`src/rtl/rle_zero_encoder.sv`:
```
// Zero run-length encoder: turns a zig-zag coefficient stream into (run, value, eob) tokens.
// Optional block token statistics are enabled with macro RLE_STATS_EN.
module rle_zero_encoder #(
  parameter int DATA_W    = 8,
  parameter int RUN_W     = 4,
  parameter int BLOCK_LEN = 64
) (
  input  logic              clk,
  input  logic              rst,
  input  logic              in_valid,
  output logic              in_ready,
  input  logic [DATA_W-1:0] in_data,
  input  logic              in_last,
  output logic              out_valid,
  input  logic              out_ready,
  output logic [RUN_W-1:0]  out_run,
  output logic [DATA_W-1:0] out_value,
  output logic              out_eob,
  output logic              err_last
`ifdef RLE_STATS_EN
  ,
  output logic [7:0]        stat_tokens,
  output logic              stat_valid
`endif
);

  localparam int IDX_W = (BLOCK_LEN > 1) ? $clog2(BLOCK_LEN) : 1;
  localparam logic [RUN_W-1:0] RUN_MAX  = '1;
  localparam logic [IDX_W-1:0] IDX_LAST = IDX_W'(BLOCK_LEN - 1);

  logic [IDX_W-1:0] idx;
  logic [RUN_W-1:0] run;
  logic             rdy_en;
  logic             accept, retire, is_zero, is_last, emit;

  assign is_zero  = (in_data == '0);
  assign is_last  = (idx == IDX_LAST);
  // A zero produces a token only at block end or when the run field would overflow.
  assign emit     = !is_zero || is_last || (run == RUN_MAX);
  assign in_ready = rdy_en && (!out_valid || out_ready);
  assign accept   = in_valid && in_ready;
  assign retire   = out_valid && out_ready;

  always_ff @(posedge clk or posedge rst) begin
    if (rst) rdy_en <= 1'b0;
    else     rdy_en <= 1'b1;
  end

  always_ff @(posedge clk or posedge rst) begin
    if (rst) begin
      idx       <= '0;
      run       <= '0;
      out_valid <= 1'b0;
      out_run   <= '0;
      out_value <= '0;
      out_eob   <= 1'b0;
      err_last  <= 1'b0;
    end else begin
      if (accept) begin
        idx <= is_last ? '0 : idx + IDX_W'(1);
        if (in_last != is_last) err_last <= 1'b1;
        if (emit) begin
          out_valid <= 1'b1;
          out_run   <= is_zero ? (is_last ? '0 : RUN_MAX) : run;
          out_value <= in_data;
          out_eob   <= is_last;
          run       <= '0;
        end else begin
          run <= run + RUN_W'(1);
          if (retire) out_valid <= 1'b0;
        end
      end else if (retire) begin
        out_valid <= 1'b0;
      end
    end
  end

`ifdef RLE_STATS_EN
  logic [7:0] tok_cnt;

  // Count is latched when the eob token loads, so it is stable by the time it retires.
  always_ff @(posedge clk or posedge rst) begin
    if (rst) begin
      tok_cnt     <= '0;
      stat_tokens <= '0;
    end else if (accept && emit) begin
      if (is_last) begin
        tok_cnt     <= '0;
        stat_tokens <= tok_cnt + 8'd1;
      end else begin
        tok_cnt <= tok_cnt + 8'd1;
      end
    end
  end

  assign stat_valid = retire && out_eob;
`endif

endmodule

```
`config.mk`:
```
export PLATFORM = sky130hd
export DESIGN_NAME = rle_zero_encoder
export DESIGN_NICKNAME = d
export VERILOG_FILES = /design/src/rtl/rle_zero_encoder.sv
export SDC_FILE = /design/constraint.sdc
export NUM_CORES = 1
export LEC_CHECK = 0
export BUFFER_PORTS_ARGS = -buffer_cell sky130_fd_sc_hd__buf_2
export CAP_MARGIN = 5
export CORE_MARGIN = 2
export CORE_UTILIZATION = 35
export CTS_CLUSTER_DIAMETER = 100
export CTS_CLUSTER_SIZE = 12
export DETAILED_ROUTE_END_ITERATION = 6
export SYNTH_ARGS = -nofsm -noshare
export SYNTH_HDL_FRONTEND = slang
export SYNTH_SLANG_ARGS = --single-unit
```
`constraint.sdc`:
```
create_clock -name clk -period 3.65 [get_ports clk]
set_input_delay 0.365 -clock clk [delete_from_list [all_inputs] [get_ports clk]]
set_output_delay 0.365 -clock clk [all_outputs]
set_load 0.01 [all_outputs]
```
==> flow_summary.yaml, run 1 <==
run_status:
  status: "complete, no violations"
setup_path:
  crit_path_start_kind: "flip-flop"
  critPathMaxFanout: 12
  critical_path_class: "flip-flop to flip-flop"
  worst-path-buf-inv: 0
  worstSetupEndpointType: "flip-flop"
  crit_end: "out_value[6]"
  crit_family: "compound AO/OA/AOI/OAI gates"
  path_cells: "ha_1 > and3_1 > nand3_1 > a21oi_2 > mux2_1"
  r2r_cells: 5
  r2r_end: "out_value[6]"
  critical_path_depth: 5
  crit_arrival_ps: 2610
  regToRegStartpoint: "idx[0]"
  cpPeakStageDelay_ps: 710
  crit_required_ps: 3860
  timing.critical_path.from: "idx[0]"
  rrSetupSlack_ps: 1250
  crit_slowest_cell: "a21oi_2"
drt:
  drt_wl_total_mm: 2.374
  drc: 0
  dr.pass1.iters: 4
  post_drt_wl_per_cell_um: 13.49
  drtIter0Drc: 28
  vias_per_cell: 4.972
  final_antenna_net_count: 0
  dr_total_vias: 875
logic_synthesis:
  ys_types: 33
  synth_area_mm2: 0.001216
  ys_seq_area_share_pct: 53.50
  syn_inst: 105
  synth.ff_latch_count: 26
  yosysWarnings: 0
  avgSynthCellArea_um2: 11.58
  synthesis.nets: 120
die:
  die_h_um: 62.95
  ios: 29
  rows: 21
  fp.dieW_um: 62.95
  dieArea_mm2: 0.003962
  initial_core_util_pct: 36.45
  core_area_mm2: 0.003337
sta:
  finalSetupViolCount: 0
  grt_setup_unrepaired: "false"
  setup_tns_ps: 0
  hold_slack_ps: 248.4
  worst_pin_slew_ps: 981.8
  maxSlewViolCount: 0
  slew_headroom_pct: 34.47
  fin_crit_ps: 2395
  skew_ps: 5.907
  finalCritPeriodShare_pct: 65.63
  max_freq_mhz: 417.5
  finalHoldViolations: 0
power:
  switchingPower_uw: 193.7
  peakVddDrop_mv: 0.2341
  power.internal_uw: 450.2
  power.leakage_nw: 0.6862
  p_comb_share_pct: 21.7
  seqPwrFrac_pct: 59.6
  clockPowerShare_pct: 18.7
  sw_frac_of_total_pct: 30.08
  power.density_mw_per_mm2: 459.9
layout:
  layout-drive-gt1-share_pct: 29.23
  diodes: 0
  synthToLayoutAreaGrowth_pct: 15.12
  nNetsFinal: 147
global_route:
  grt_pass1_wl_mm: 3.939
  grt_pass1_vias: 846
  grt-ovfl-total: 0
  antenna_found_initial: 0
  grt_start_max_net_pins: 27
  grt.total_usage_pct: 12.65
clocking:
  cts_resized: 0
  cts-root-buf: "clkbuf_4"
  cts_made_buffers: 3
  cts_max_level: 1
  tritoncts: "yes"
  cts_buffer_depth: 2
  path_clk_slew_ps: 140
  post-cts-setup-buffers: 0
  insertion_delay_ps: 320
  cts_hold_buf: 0
  cts.sinks: 26
place:
  gp_congestion: 0.7054
  dp.final_hpwl_mm: 1.771
  portBuffers: 28
run:
  drv_cap: 0
hold_path:
  worst_hold_path_type: "primary input to async pin"
## area by class of cell
cell class | count | area (um2)
multi-input combinational | 71 | 521.8
tap | 46 | 57.56
inverter | 2 | 7.507
sequential | 26 | 650.6
fill | 343 | 1937
timing repair buffer | 28 | 140.1
clock buffer | 3 | 22.52
## metal layers
layer	wire length [um]	GRT usage, %	vias to the layer above
met5	0	0	-
met4	22	5.833	0
met3	70	1.622	2
met2	1198	21.28	15
met1	1082	16.11	429
li1	-	-	429
## worst min-delay path by stage
stage,startpoint,end,cells after the start
final,rst,run[0],2
after global routing,in_data[7],out_value[7],2
after CTS,in_data[7],out_value[7],2
after detailed placement,err_last,err_last,1
after global placement,err_last,err_last,1
after floorplan,rst,err_last,1
## cells in the mapped netlist, drive strengths merged
library cell,n,share of area [%]
and4,1,0.72
nor4,3,1.5
clkbuf,2,0.62
a41o,1,0.82
mux2i,4,3.3
a21oi,2,1.1
conb,1,0.31
a31oi,2,1.0
a21o,3,1.9
ha,2,2.1
and2,2,1.0
o22a,1,0.72
buf,4,2.4
nand2b,2,1.0
o31ai,2,1.2
a2bb2oi,4,2.9
mux2,8,9.3
o21ai,5,2.1
nor2,1,0.31
a32oi,1,0.72
nand3,6,2.5
nand2,12,3.7
xnor2,3,2.2
dfrtp,26,53
and3,3,1.5
nand4,1,0.51
inv,2,0.62
nor2b,1,0.51
## kinds of logic after synthesis
family / Yosys count / synth area share (%)
fa+ha+maj: 2 / 2.057
flops: 26 / 53.50
buf+inv: 8 / 3.601
other cells: 1 / 0.3083
compound gates: 21 / 12.45
xor+xnor: 3 / 2.161
mux: 12 / 12.55
simple gates: 32 / 13.37
## registers in the layout, indices dropped and copies added (netlist names)
name,cells
rdy_en,1
out_eob,1
run,4
err_last,1
idx,6
out_run,4
out_valid,1
out_value,8
## layout by cell type (no fill, tap or decap), types with 3 or more instances in the layout
| cell type | Yosys | layout |
|---|---|---|
| a21o_1 | 3 | 3 |
| nand3_1 | 6 | 6 |
| xnor2_1 | 3 | 3 |
| mux2_4 | 6 | 6 |
| mux2i_1 | 4 | 4 |
| o21ai_0 | 3 | 3 |
| nor4_1 | 3 | 3 |
| clkbuf_4 | 0 | 3 |
| a2bb2oi_1 | 4 | 4 |
| and3_1 | 3 | 3 |
| dfrtp_1 | 26 | 26 |
| nand2_1 | 12 | 12 |
| buf_2 | 2 | 28 |
## power groups by stage
stage | registers [mW] | logic (mW) | clock network [mW]
detailed placement | 0.389 | 0.142 | 0
global placement | 0.385 | 0.140 | 0
finish | 0.384 | 0.140 | 0.120
CTS | 0.384 | 0.143 | 0.127
floorplan | 0.391 | 0.0856 | 0
global route | 0.393 | 0.154 | 0.136
## metrics by stage
stage          total power, mW  instances  util, %  setup slack [ps]  instance area (um2)
2_1_floorplan           0.4770        105        -              1965                 1216
3_3_place_gp            0.5254        173    41.28              1368                 1378
3_5_place_dp            0.5315        173    41.28              1293                 1378
4_1_cts                 0.6533        176    41.96              1256                 1400
5_1_grt                 0.6841        176    41.96              1037                 1400
6_report                0.6439        176    41.96              1255                 1400
Power figures use the tool's default switching activity.
==> inputs of run 2 (changes only) <==
- clock period: 3.65 -> 2.2 ns (I/O delays scaled with it)
==> flow_summary.yaml, run 2 (synthesis gave the netlist of run 1 again) <==
run_status:
  status: "complete, no violations"
die:
  die_h_um: 62.95
  fp.dieW_um: 62.95
  ios: 29
  initial_core_util_pct: 36.45
  dieArea_mm2: 0.003962
  rows: 21
  core_area_mm2: 0.003337
layout:
  largest_register_ff_count: 8
  seqCellArea_um2: 650.6
  mostFrequentLayoutCells: "buf_2, dfrtp_1, nand2_1, nand3_1, mux2_4"
  stdcell_area_mm2: 0.001454
  diodes: 0
  largestRegisters: "out_value: 8 flops, idx: 6 flops"
  multi_input_comb_area_um2: 521.8
  fillers: 325
  layout-drive-gt1-share_pct: 31.62
  synthToLayoutAreaGrowth_pct: 19.55
  nNetsFinal: 152
  layout_commonest_cell: "buf_2"
  largest_register: "out_value"
  final_util_pct: 43.57
setup_path:
  path_cells: "ha_1 > and3_1 > nand3_1 > a21oi_2 > buf_4 > mux2_1"
  cpPeakStageDelay_ps: 450
  critPathMaxFanout: 11
  crit_path_start_kind: "flip-flop"
  crit_slowest_cell: "dfrtp_1"
  worst-path-buf-inv: 1
  crit_required_ps: 2430
  worstSetupEndpointType: "flip-flop"
  crit_arrival_ps: 2160
  critical_path_class: "flip-flop to flip-flop"
  crit_family: "flip-flops"
power:
  peakVddDrop_mv: 0.4161
  clockPowerShare_pct: 21.5
  p_comb_share_pct: 21.5
  seqPwrFrac_pct: 57.0
  switchingPower_uw: 326.3
  power.density_mw_per_mm2: 767.6
  power.internal_uw: 789.8
  sw_frac_of_total_pct: 29.23
  power.leakage_nw: 0.7161
drt:
  vias_per_cell: 4.945
  dr_total_vias: 900
  post_drt_wl_per_cell_um: 12.99
  drt_wl_total_mm: 2.365
  dr.pass1.iters: 4
  final_antenna_net_count: 0
  drtIter0Drc: 10
  drc: 0
sta:
  grt_setup_unrepaired: "false"
  finalCritPeriodShare_pct: 87.67
  fin_crit_ps: 1929
  skew_ps: 11.53
  setup_tns_ps: 0
  finalHoldViolations: 0
  finalSetupViolCount: 0
  max_freq_mhz: 518.5
  maxSlewViolCount: 0
clocking:
  cts_max_level: 1
  post-cts-setup-buffers: 0
  cts-root-buf: "clkbuf_4"
  cts_made_buffers: 3
  insertion_delay_ps: 320
  cts_buffer_depth: 2
  path_clk_slew_ps: 140
  cts.sinks: 26
  tritoncts: "yes"
place:
  dp.final_hpwl_mm: 1.759
  portBuffers: 28
  gp_congestion: 0.7012
  place_area_mm2: 0.001408
global_route:
  antenna_found_initial: 0
  grt_pass1_wl_mm: 4.071
  grt_pass1_vias: 868
  grt.total_usage_pct: 13.24
  grt-ovfl-total: 0
  grt_start_max_net_pins: 27
hold_path:
  worst_hold_path_type: "primary input to flip-flop"
run:
  drv_cap: 0
==> run 2: repair_timing <==
| action | in CTS | in global routing |
|---|---|---|
| resized for setup | 0 | 0 |
| setup endpoints to repair | 0 | 0 |
| endpoints found under the hold margin | 26 | 0 |
| hold buffers | 1 | 0 |
==> run 2: area by class of cell <==
class	instances	area share (%)
Multi-Input combinational cell	71	35.89
Clock buffer	4	2.496
Inverter	2	0.5164
Sequential cell	26	44.75
Timing Repair Buffer	33	12.39
Tap cell	46	3.959
==> run 2: worst paths after layout <==
path | startpoint | to | slack [ps] | cells after the start
max | idx[0] | out_value[6] | 270 | 6
min | in_data[7] | out_value[7] | 120 | 2
max reg2reg | idx[0] | out_value[6] | 270 | 6
min reg2reg | err_last | err_last | 480 | 1
min in group asynchronous | rst | out_value[7] | 470 | 4
max in group asynchronous | rst | out_run[2] | 1480 | 4
==> run 2: per-stage QoR <==
stage,setup slack [ps],instances,hold slack [ps],total power [mW]
global placement,368.7,177,282.5,0.8752
global route,103.5,182,111.3,1.185
CTS,279.4,182,116.7,1.126
finish,271.4,182,117.8,1.116
detailed placement,310.0,177,290.8,0.8842
floorplan,515.1,105,260.0,0.7914
==> run 2: routing by layer <==
metal | global-route usage, % | vias up | share of wire [%]
met5 | 0 | - | 0
met4 | 8.333 | 0 | 2.7
met3 | 2.523 | 6 | 2.7
met2 | 19.95 | 19 | 47
met1 | 17.42 | 434 | 48
li1 | - | 441 | -
==> run 2: worst register-to-register path, cell delays in order (launching register included) <==
cell and delay [ps]:
dfrtp_1 450, ha_1 230, and3_1 190, nand3_1 220
a21oi_2 180, buf_4 230, mux2_1 340
==> run 2: power by group through the flow <==
| stage | clock [mW] | sequential [mW] | combinational, mW |
|---|---|---|---|
| 5_1_grt | 0.268 | 0.649 | 0.267 |
| 6_report | 0.240 | 0.636 | 0.240 |
| 3_3_place_gp | 0 | 0.639 | 0.236 |
| 4_1_cts | 0.248 | 0.633 | 0.245 |
| 3_5_place_dp | 0 | 0.641 | 0.243 |
| 2_1_floorplan | 0 | 0.649 | 0.142 |
